--- src/rtl/rst_seq_pkg.sv ---
// Shared definitions for the reset sequencer: FSM encodings, parameter legality
// checks and the sizing rule for the shared stretch/pulse counter.
package rst_seq_pkg;

    typedef enum logic [1:0] {
        ST_HOLD     = 2'd0,
        ST_STRETCH  = 2'd1,
        ST_RUN      = 2'd2,
        ST_SW_PULSE = 2'd3
    } rst_seq_state_e;

    localparam int MIN_SYNC_STAGES    = 2;
    localparam int MIN_STRETCH_CYCLES = 1;
    localparam int MIN_PULSE_CYCLES   = 1;
    localparam int MIN_CNT_W          = 1;

    function automatic bit params_legal(
        input int sync_stages,
        input int stretch_cycles,
        input int pulse_cycles,
        input int cnt_w
    );
        return (sync_stages >= MIN_SYNC_STAGES) &&
               (stretch_cycles >= MIN_STRETCH_CYCLES) &&
               (pulse_cycles >= MIN_PULSE_CYCLES) &&
               (cnt_w >= MIN_CNT_W);
    endfunction

    // Counter only ever holds values up to (longest phase - 1).
    function automatic int seq_cnt_width(input int stretch_cycles, input int pulse_cycles);
        int longest;
        longest = (stretch_cycles > pulse_cycles) ? stretch_cycles : pulse_cycles;
        return (longest <= 2) ? 1 : $clog2(longest);
    endfunction

endpackage

--- src/rtl/reset_sync.sv ---
// Async-assert / sync-deassert synchronizer: clears immediately on async_reset
// and walks a 1 through SYNC_STAGES flops after release.
module reset_sync #(
    parameter int SYNC_STAGES = 2
) (
    input  logic clk,
    input  logic async_reset,
    output logic synced_release
);

    logic [SYNC_STAGES-1:0] r_chain;

    // Deassertion shift chain; first stage may go metastable, later stages absorb it.
    always_ff @(posedge clk or posedge async_reset) begin
        if (async_reset) begin
            r_chain <= {SYNC_STAGES{1'b0}};
        end else begin
            r_chain <= {r_chain[SYNC_STAGES-2:0], 1'b1};
        end
    end

    assign synced_release = r_chain[SYNC_STAGES-1];

endmodule

--- src/rtl/reset_sequencer.sv ---
// Reset sequencer: synchronizes and stretches the raw reset, then issues
// fixed-width software sync_reset pulses and counts the honored requests.
module reset_sequencer
    import rst_seq_pkg::*;
#(
    parameter int SYNC_STAGES    = 2,
    parameter int STRETCH_CYCLES = 8,
    parameter int PULSE_CYCLES   = 4,
    parameter int CNT_W          = 8
) (
    input  logic             clk,
    input  logic             async_reset,
    input  logic             sw_reset_req,
    output logic             rst_out,
    output logic             sync_reset,
    output logic             ready,
    output logic [CNT_W-1:0] sw_reset_count
);

    localparam int CW = seq_cnt_width(STRETCH_CYCLES, PULSE_CYCLES);

    if (!params_legal(SYNC_STAGES, STRETCH_CYCLES, PULSE_CYCLES, CNT_W)) begin : g_param_check
        $fatal(1, "reset_sequencer: illegal parameter set");
    end

    logic             w_synced_release;
    rst_seq_state_e   r_state;
    rst_seq_state_e   w_state_nxt;
    logic [CW-1:0]    r_cnt;
    logic [CW-1:0]    w_cnt_nxt;
    logic [CNT_W-1:0] r_count;
    logic [CNT_W-1:0] w_count_nxt;
    logic             r_rst_out;
    logic             r_sync_reset;
    logic             r_ready;
    logic             w_rst_out_nxt;
    logic             w_sync_reset_nxt;
    logic             w_ready_nxt;

    reset_sync #(
        .SYNC_STAGES (SYNC_STAGES)
    ) u_reset_sync (
        .clk            (clk),
        .async_reset    (async_reset),
        .synced_release (w_synced_release)
    );

    // Next-state, phase counter and request counter.
    always_comb begin
        w_state_nxt = r_state;
        w_cnt_nxt   = r_cnt;
        w_count_nxt = r_count;
        case (r_state)
            ST_HOLD: begin
                // The edge that first sees the synchronizer output high is stretch edge one.
                if (w_synced_release) begin
                    if (STRETCH_CYCLES == 1) begin
                        w_state_nxt = ST_RUN;
                        w_cnt_nxt   = {CW{1'b0}};
                    end else begin
                        w_state_nxt = ST_STRETCH;
                        w_cnt_nxt   = CW'(1);
                    end
                end else begin
                    w_cnt_nxt = {CW{1'b0}};
                end
            end
            ST_STRETCH: begin
                if (r_cnt == CW'(STRETCH_CYCLES - 1)) begin
                    w_state_nxt = ST_RUN;
                    w_cnt_nxt   = {CW{1'b0}};
                end else begin
                    w_cnt_nxt = r_cnt + CW'(1);
                end
            end
            ST_RUN: begin
                w_cnt_nxt = {CW{1'b0}};
                if (sw_reset_req) begin
                    w_state_nxt = ST_SW_PULSE;
                    if (r_count != {CNT_W{1'b1}}) begin
                        w_count_nxt = r_count + CNT_W'(1);
                    end else begin
                        w_count_nxt = r_count;
                    end
                end else begin
                    w_state_nxt = ST_RUN;
                end
            end
            ST_SW_PULSE: begin
                if (r_cnt == CW'(PULSE_CYCLES - 1)) begin
                    w_state_nxt = ST_RUN;
                    w_cnt_nxt   = {CW{1'b0}};
                end else begin
                    w_cnt_nxt = r_cnt + CW'(1);
                end
            end
            default: begin
                w_state_nxt = ST_HOLD;
                w_cnt_nxt   = {CW{1'b0}};
            end
        endcase
    end

    // Outputs are decoded from the next state so they change on the transition edge.
    always_comb begin
        w_rst_out_nxt    = 1'b1;
        w_sync_reset_nxt = 1'b1;
        w_ready_nxt      = 1'b0;
        case (w_state_nxt)
            ST_HOLD, ST_STRETCH: begin
                w_rst_out_nxt    = 1'b1;
                w_sync_reset_nxt = 1'b1;
                w_ready_nxt      = 1'b0;
            end
            ST_RUN: begin
                w_rst_out_nxt    = 1'b0;
                w_sync_reset_nxt = 1'b0;
                w_ready_nxt      = 1'b1;
            end
            ST_SW_PULSE: begin
                w_rst_out_nxt    = 1'b0;
                w_sync_reset_nxt = 1'b1;
                w_ready_nxt      = 1'b0;
            end
            default: begin
                w_rst_out_nxt    = 1'b1;
                w_sync_reset_nxt = 1'b1;
                w_ready_nxt      = 1'b0;
            end
        endcase
    end

    // State, counters and registered outputs; raw reset forces the full reset image.
    always_ff @(posedge clk or posedge async_reset) begin
        if (async_reset) begin
            r_state      <= ST_HOLD;
            r_cnt        <= {CW{1'b0}};
            r_count      <= {CNT_W{1'b0}};
            r_rst_out    <= 1'b1;
            r_sync_reset <= 1'b1;
            r_ready      <= 1'b0;
        end else begin
            r_state      <= w_state_nxt;
            r_cnt        <= w_cnt_nxt;
            r_count      <= w_count_nxt;
            r_rst_out    <= w_rst_out_nxt;
            r_sync_reset <= w_sync_reset_nxt;
            r_ready      <= w_ready_nxt;
        end
    end

    assign rst_out        = r_rst_out;
    assign sync_reset     = r_sync_reset;
    assign ready          = r_ready;
    assign sw_reset_count = r_count;

endmodule

--- config.mk ---
export PLATFORM = sky130hd
export DESIGN_NAME = reset_sequencer
export DESIGN_NICKNAME = d
export VERILOG_FILES = /design/src/rtl/rst_seq_pkg.sv /design/src/rtl/reset_sync.sv /design/src/rtl/reset_sequencer.sv
export SDC_FILE = /design/constraint.sdc
export NUM_CORES = 1
export LEC_CHECK = 0
export BUFFER_PORTS_ARGS = -buffer_cell sky130_fd_sc_hd__buf_2
export CORE_MARGIN = 10
export CORE_UTILIZATION = 50
export DETAILED_ROUTE_END_ITERATION = 16
export GPL_TIMING_DRIVEN = 0
export PLACE_DENSITY = 0.72
export SYNTH_ARGS = -nofsm -noshare
export SYNTH_HDL_FRONTEND = slang
export SYNTH_HIERARCHICAL = 1
export SYNTH_SLANG_ARGS = --single-unit
--- constraint.sdc ---
create_clock -name clk -period 2.1 [get_ports clk]
set_input_delay 0.315 -clock clk [delete_from_list [all_inputs] [get_ports clk]]
set_output_delay 0.315 -clock clk [all_outputs]
set_load 0.02 [all_outputs]
==> results.json, run 1 <==
{
  "syn_nets": 82,
  "die_x_um": 62.2,
  "dieArea_um2": 3870,
  "place_inst": 112,
  "grt_usage_pct": 7.99,
  "status": "finished, final reports clean",
  "firstDrtPassIters": 3,
  "synth_area_um2": 890,
  "syn_avg_cell_area_um2": 12.0,
  "layout_min_cycle_time_ns": 1.58,
  "hp-class": "reg2reg",
  "grt_pass1_vias": 605,
  "dp_hpwl_mm": 1.11,
  "htreeDepth": 1,
  "tns_ns": 0,
  "grt_pass1_wl_mm": 2.59,
  "cts_tree": "yes",
  "cpMostUsedCell": "ha_1",
  "pwr-share-seq_pct": 44.8,
  "final_nets": 101,
  "wl_mm": 1.46,
  "insertion_delay_ns": 0.29,
  "grt_max_degree": 17,
  "endpoint_kind": "flop",
  "synth_top_area_share_pct": 45.0,
  "tightest_slew_ns": 0.595,
  "setup_viol": 0,
  "synth_seq_cells": 18,
  "synthTopCellsByArea": "dfrtp_1 (45%), ha_1 (7.0%), dfstp_2 (5.9%)",
  "num-fill-cells": 146,
  "critPathMaxFanout": 3,
  "post-route-util_pct": 60.4,
  "vias": 584,
  "p_switching_uw": 429,
  "grt-ovfl-total": 0,
  "slowest_delay_ns": 0.49,
  "p_leak_nw": 0.508,
  "power_density_nw_per_um2": 1150,
  "p_int_uw": 756,
  "max_freq_mhz": 634,
  "final_common_cell": "dfrtp_1",
  "comb_power_share_pct": 37.3,
  "synth_seq_area_share_pct": 50.9,
  "num_rows": 15,
  "fin_crit_sh_pct": 75.1,
  "drtIter0Drc": 6,
  "worstSetupPathType": "reg2reg",
  "swShare_pct": 36.2,
  "io_buffer_count": 13,
  "slew_headroom_pct": 60.3,
  "cts_buffers": 3,
  "crit_slowest_cell": "mux4_2",
  "start_kind": "flop",
  "ant_nets": 0,
  "yosys_warnings": 6,
  "area_delta_synth_final_pct": 16.0,
  "clkSinkCount": 18,
  "layout.cells.non_filler": 117,
  "io-pin-count": 14,
  "fp.dieH_um": 62.2,
  "wire_per_inst_um": 12.5,
  "clkSlewWorstSetupHoldPaths_ns": 0.10,
  "arrival_ns": 1.81,
  "syn-instance-count": 74,
  "antennaDiodeCount": 0,
  "power_frac_clock_pct": 17.9,
  "gp_congestion": 0.836,
  "max_cap_viol_count": 0,
  "drc_errors": 0,
  "ir_drop_uv": 721,
  "worstPathCellList": "ha_1 > ha_1 > inv_1 > mux4_2 > nand2b_1",
  "hold_violations": 0,
  "initial_core_util_pct": 52.1,
  "layout_common_cells": "dfrtp_1 (16), buf_2 (13), inv_1 (9)",
  "drive_gt1_share_pct": 31.5,
  "skew_ns": 0.00207,
  "max-clock-path-buffers": 2,
  "cp.required_ns": 2.33,
  "yosys.area.top_type": "dfrtp_1",
  "synthDistinctLibCells": 31,
  "rsz0062_at_grt": "false",
  "core_um2": 1710,
  "root_buffer": "clkbuf_4",
  "antenna_found_initial": 0,
  "viasPerCell": 4.99,
  "slew_viol_final": 0
}
## per-stage QoR
| stage | hold WS (ns) | setup WS [ns] | instance area, um^2 | total power [mW] |
|---|---|---|---|---|
| floorplan | 0.0562 | 0.506 | 890 | 0.865 |
| global placement | 0.173 | 0.545 | 986 | 0.971 |
| detailed placement | 0.179 | 0.541 | 986 | 0.984 |
| CTS | 0.365 | 0.517 | 1030 | 1.20 |
| global route | 0.367 | 0.414 | 1030 | 1.29 |
| finish | 0.362 | 0.523 | 1030 | 1.18 |
## layout make-up
cell class	instances	area (um^2)	share of cell area (%)
plain buffers	2	18.8	1.82
multi-input cells	45	384	37.2
well taps	25	31.3	3.03
clock buffers	4	36.3	3.52
flip-flops and latches	18	453	43.9
repair buffers	14	75.1	7.27
inverters	9	33.8	3.27
## repair_timing
action                                  CTS  global route
endpoints found under the setup margin    0             0
endpoints found under the hold margin     2             0
setup buffers                             0             0
hold buffers                              1             0
resized for setup                         0             0
## worst paths after layout
path | to | slack [ns] | from | depth (start not counted)
min | u_reset_sync/r_chain[1] | 0.36 | u_reset_sync/r_chain[0] | 0
min in group asynchronous | u_reset_sync/r_chain[1] | 0.40 | async_reset | 3
max in group asynchronous | r_state[1] | 1.09 | async_reset | 3
min reg2reg | u_reset_sync/r_chain[1] | 0.36 | u_reset_sync/r_chain[0] | 0
max | sync_reset | 0.52 | r_cnt[0] | 5
max reg2reg | sync_reset | 0.52 | r_cnt[0] | 5
## kinds of logic (layout without fill, tap and decap cells)
| family | after synthesis | in the layout | share of synthesized area (%) |
|---|---|---|---|
| simple gates | 20 | 20 | 16.2 |
| flops | 18 | 18 | 50.9 |
| compound gates | 11 | 11 | 9.00 |
| buf+inv | 11 | 29 | 5.91 |
| fa+ha+maj | 5 | 5 | 7.03 |
| xor+xnor | 4 | 4 | 3.94 |
| mux | 4 | 4 | 6.61 |
| other cells | 1 | 1 | 0.422 |
## synthesized netlist by cell type
master	n
a211oi_1	2
a211oi_2	1
a21o_1	1
a21oi_1	4
a41oi_1	1
and3_1	1
and4_4	1
buf_4	1
buf_6	1
conb_1	1
dfrtp_1	16
dfstp_2	2
ha_1	5
inv_1	9
mux2_2	1
mux2_4	1
mux2i_1	1
mux4_2	1
nand2_1	3
nand2b_1	2
nand3_1	3
nand3b_4	1
nor2_1	5
nor3_1	1
nor3b_1	1
nor4_2	1
nor4b_4	1
o2111a_1	1
o21ai_0	1
xnor2_1	1
xor2_1	3
## sequential cells by signal (all words and copies together), names as in the netlist
name and flops:
sw_reset_count 8, sync_reset 1, ready 1, u_reset_sync/r_chain 2
r_cnt 3, r_state 2, rst_out 1
## critical path: cells and delay by family, from the launching register on
kind	cells	cell delay, ns
fa+ha+maj	2	0.43
buf+inv	1	0.05
flops	1	0.39
mux	1	0.49
simple gates	1	0.16
## routing by layer
metal,up-vias,routed length [um],track usage (%)
li1,285,-,-
met1,283,706,9.62
met2,12,641,11.9
met3,4,86,3.05
met4,0,26,4.29
met5,-,0,0
## power by group through the flow
| stage | logic, mW | clock network, mW | registers, mW |
|---|---|---|---|
| floorplan | 0.274 | 0 | 0.591 |
| global route | 0.510 | 0.232 | 0.549 |
| global placement | 0.437 | 0 | 0.534 |
| finish | 0.442 | 0.212 | 0.531 |
| CTS | 0.449 | 0.220 | 0.531 |
| detailed placement | 0.446 | 0 | 0.538 |
(Power assumes the default switching activity.)
==> run 2: changes to the inputs <==
CORE_UTILIZATION = 48   (was 50)
clock period = 1.35 ns   (was 2.1 ns; I/O delays follow)
==> results.json, run 2 (same netlist as run 1, synthesis figures left out) <==
{
  "fin_crit_sh_pct": 107,
  "max-clock-path-buffers": 2,
  "endpoint_kind": "flop",
  "slew_viol_final": 0,
  "place_area_um2": 1050,
  "worstSetupPathType": "reg2reg",
  "max_cap_viol_count": 0,
  "final_nets": 114,
  "grt_usage_pct": 9.83,
  "dieArea_um2": 3980,
  "max_freq_mhz": 691,
  "layout_min_cycle_time_ns": 1.45,
  "drtIter0Drc": 9,
  "cp.required_ns": 1.57,
  "setup_viol": 5,
  "tightest_slew_ns": 0.614,
  "cts_tree": "yes",
  "fp.dieH_um": 63.1,
  "status": "finished with violations",
  "final_area_um2": 1250,
  "arrival_ns": 1.67,
  "grt-ovfl-total": 0,
  "drive_gt1_share_pct": 55.2,
  "route.met2.wl_mm": 1.00,
  "die_x_um": 63.1,
  "root_buffer": "clkbuf_4",
  "power_density_nw_per_um2": 1790,
  "drc_errors": 0,
  "grt_pass1_wl_mm": 3.26,
  "slew_headroom_pct": 59.0,
  "violations": "setup timing",
  "layout_common_cells": "buf_2 (13), dfrtp_1 (13), buf_4 (11)",
  "clkSinkCount": 18,
  "wire_per_inst_um": 14.7,
  "rsz0062_at_grt": "true",
  "antenna_found_initial": 0,
  "io-pin-count": 14,
  "ir_drop_uv": 1100,
  "dp_hpwl_mm": 1.18,
  "grt_pass1_vias": 715,
  "timing.final.ws_setup_ns": -0.0981,
  "tns_ns": -0.196,
  "finalPower_mw": 2.23,
  "num_rows": 15,
  "firstDrtPassIters": 6,
  "area_delta_synth_final_pct": 40.6,
  "ant_nets": 0,
  "wl_met1_um": 769,
  "initial_core_util_pct": 51.0,
  "skew_ns": 0.00846,
  "clkSlewWorstSetupHoldPaths_ns": 0.11,
  "critPathMaxFanout": 3,
  "htreeDepth": 1,
  "vias": 687,
  "viasPerCell": 5.28,
  "hp-class": "in2reg",
  "core_um2": 1750,
  "grt_max_degree": 17,
  "p_leak_nw": 0.598,
  "gp_congestion": 0.727,
  "io_buffer_count": 13,
  "worst_hold_slack_ns": 0.279,
  "insertion_delay_ns": 0.29,
  "routed.top_layer": "met4",
  "start_kind": "flop",
  "met3_length_um": 114,
  "hold_violations": 0,
  "cts_buffers": 3,
  "place_ws_ns": -0.128,
  "antennaDiodeCount": 0,
  "wl_mm": 1.92,
  "largest_reg_flops": 8
}
-- run 2: report_power, final --
part	switching (mW)	leakage [nW]	total (mW)	internal, mW
Combinational	0.555	0.367	1.13	0.573
Clock	0.159	0.0150	0.273	0.115
Sequential	0.116	0.216	0.834	0.718
-- run 2: cell type report --
cell class                      instances  area, um^2
Multi-Input combinational cell         45         500
Buffer                                  2        22.5
Timing Repair Buffer                   27         180
Inverter                                9        33.8
Clock buffer                            4        26.3
Tap cell                               25        31.3
Sequential cell                        18         457
Fill cell                             136         494
-- run 2: repair_timing --
action | CTS | global route
resized for setup | 5 | 12
setup buffers | 10 | 3
pin swaps | 4 | 5
hold buffers | 1 | 0
setup endpoints to repair | 6 | 9
endpoints found under the hold margin | 8 | 0
-- run 2: layer usage --
layer	vias up	global-route usage, %
li1	317	-
met1	339	11.3
met2	25	16.9
met3	6	2.83
met4	0	3.35
met5	-	0
-- run 2: worst paths after layout --
path                                    startpoint                      end  slack (ns)  cells after the start
min                                   sw_reset_req        sw_reset_count[2]        0.28                      3
max in group asynchronous              async_reset        sw_reset_count[1]        0.38                      3
min reg2reg                u_reset_sync/r_chain[0]  u_reset_sync/r_chain[1]        0.36                      0
max reg2reg                               r_cnt[0]               sync_reset        -0.1                      5
max                                       r_cnt[0]               sync_reset        -0.1                      5
min in group asynchronous              async_reset  u_reset_sync/r_chain[0]        0.30                      3
-- run 2: critical path, cell delays in order, from the launching register on --
cell and delay [ns]:
dfrtp_1 0.39, ha_4 0.18, ha_4 0.14, inv_2 0.03
mux4_2 0.49, nand2b_4 0.16
-- run 2: metrics by stage --
step / util [%] / std cells
after detailed placement: 60.2 / 112
after CTS: 67.1 / 127
after global routing: 71.7 / 130
after floorplan: - / 74
after global placement: 60.2 / 112
final: 71.7 / 130
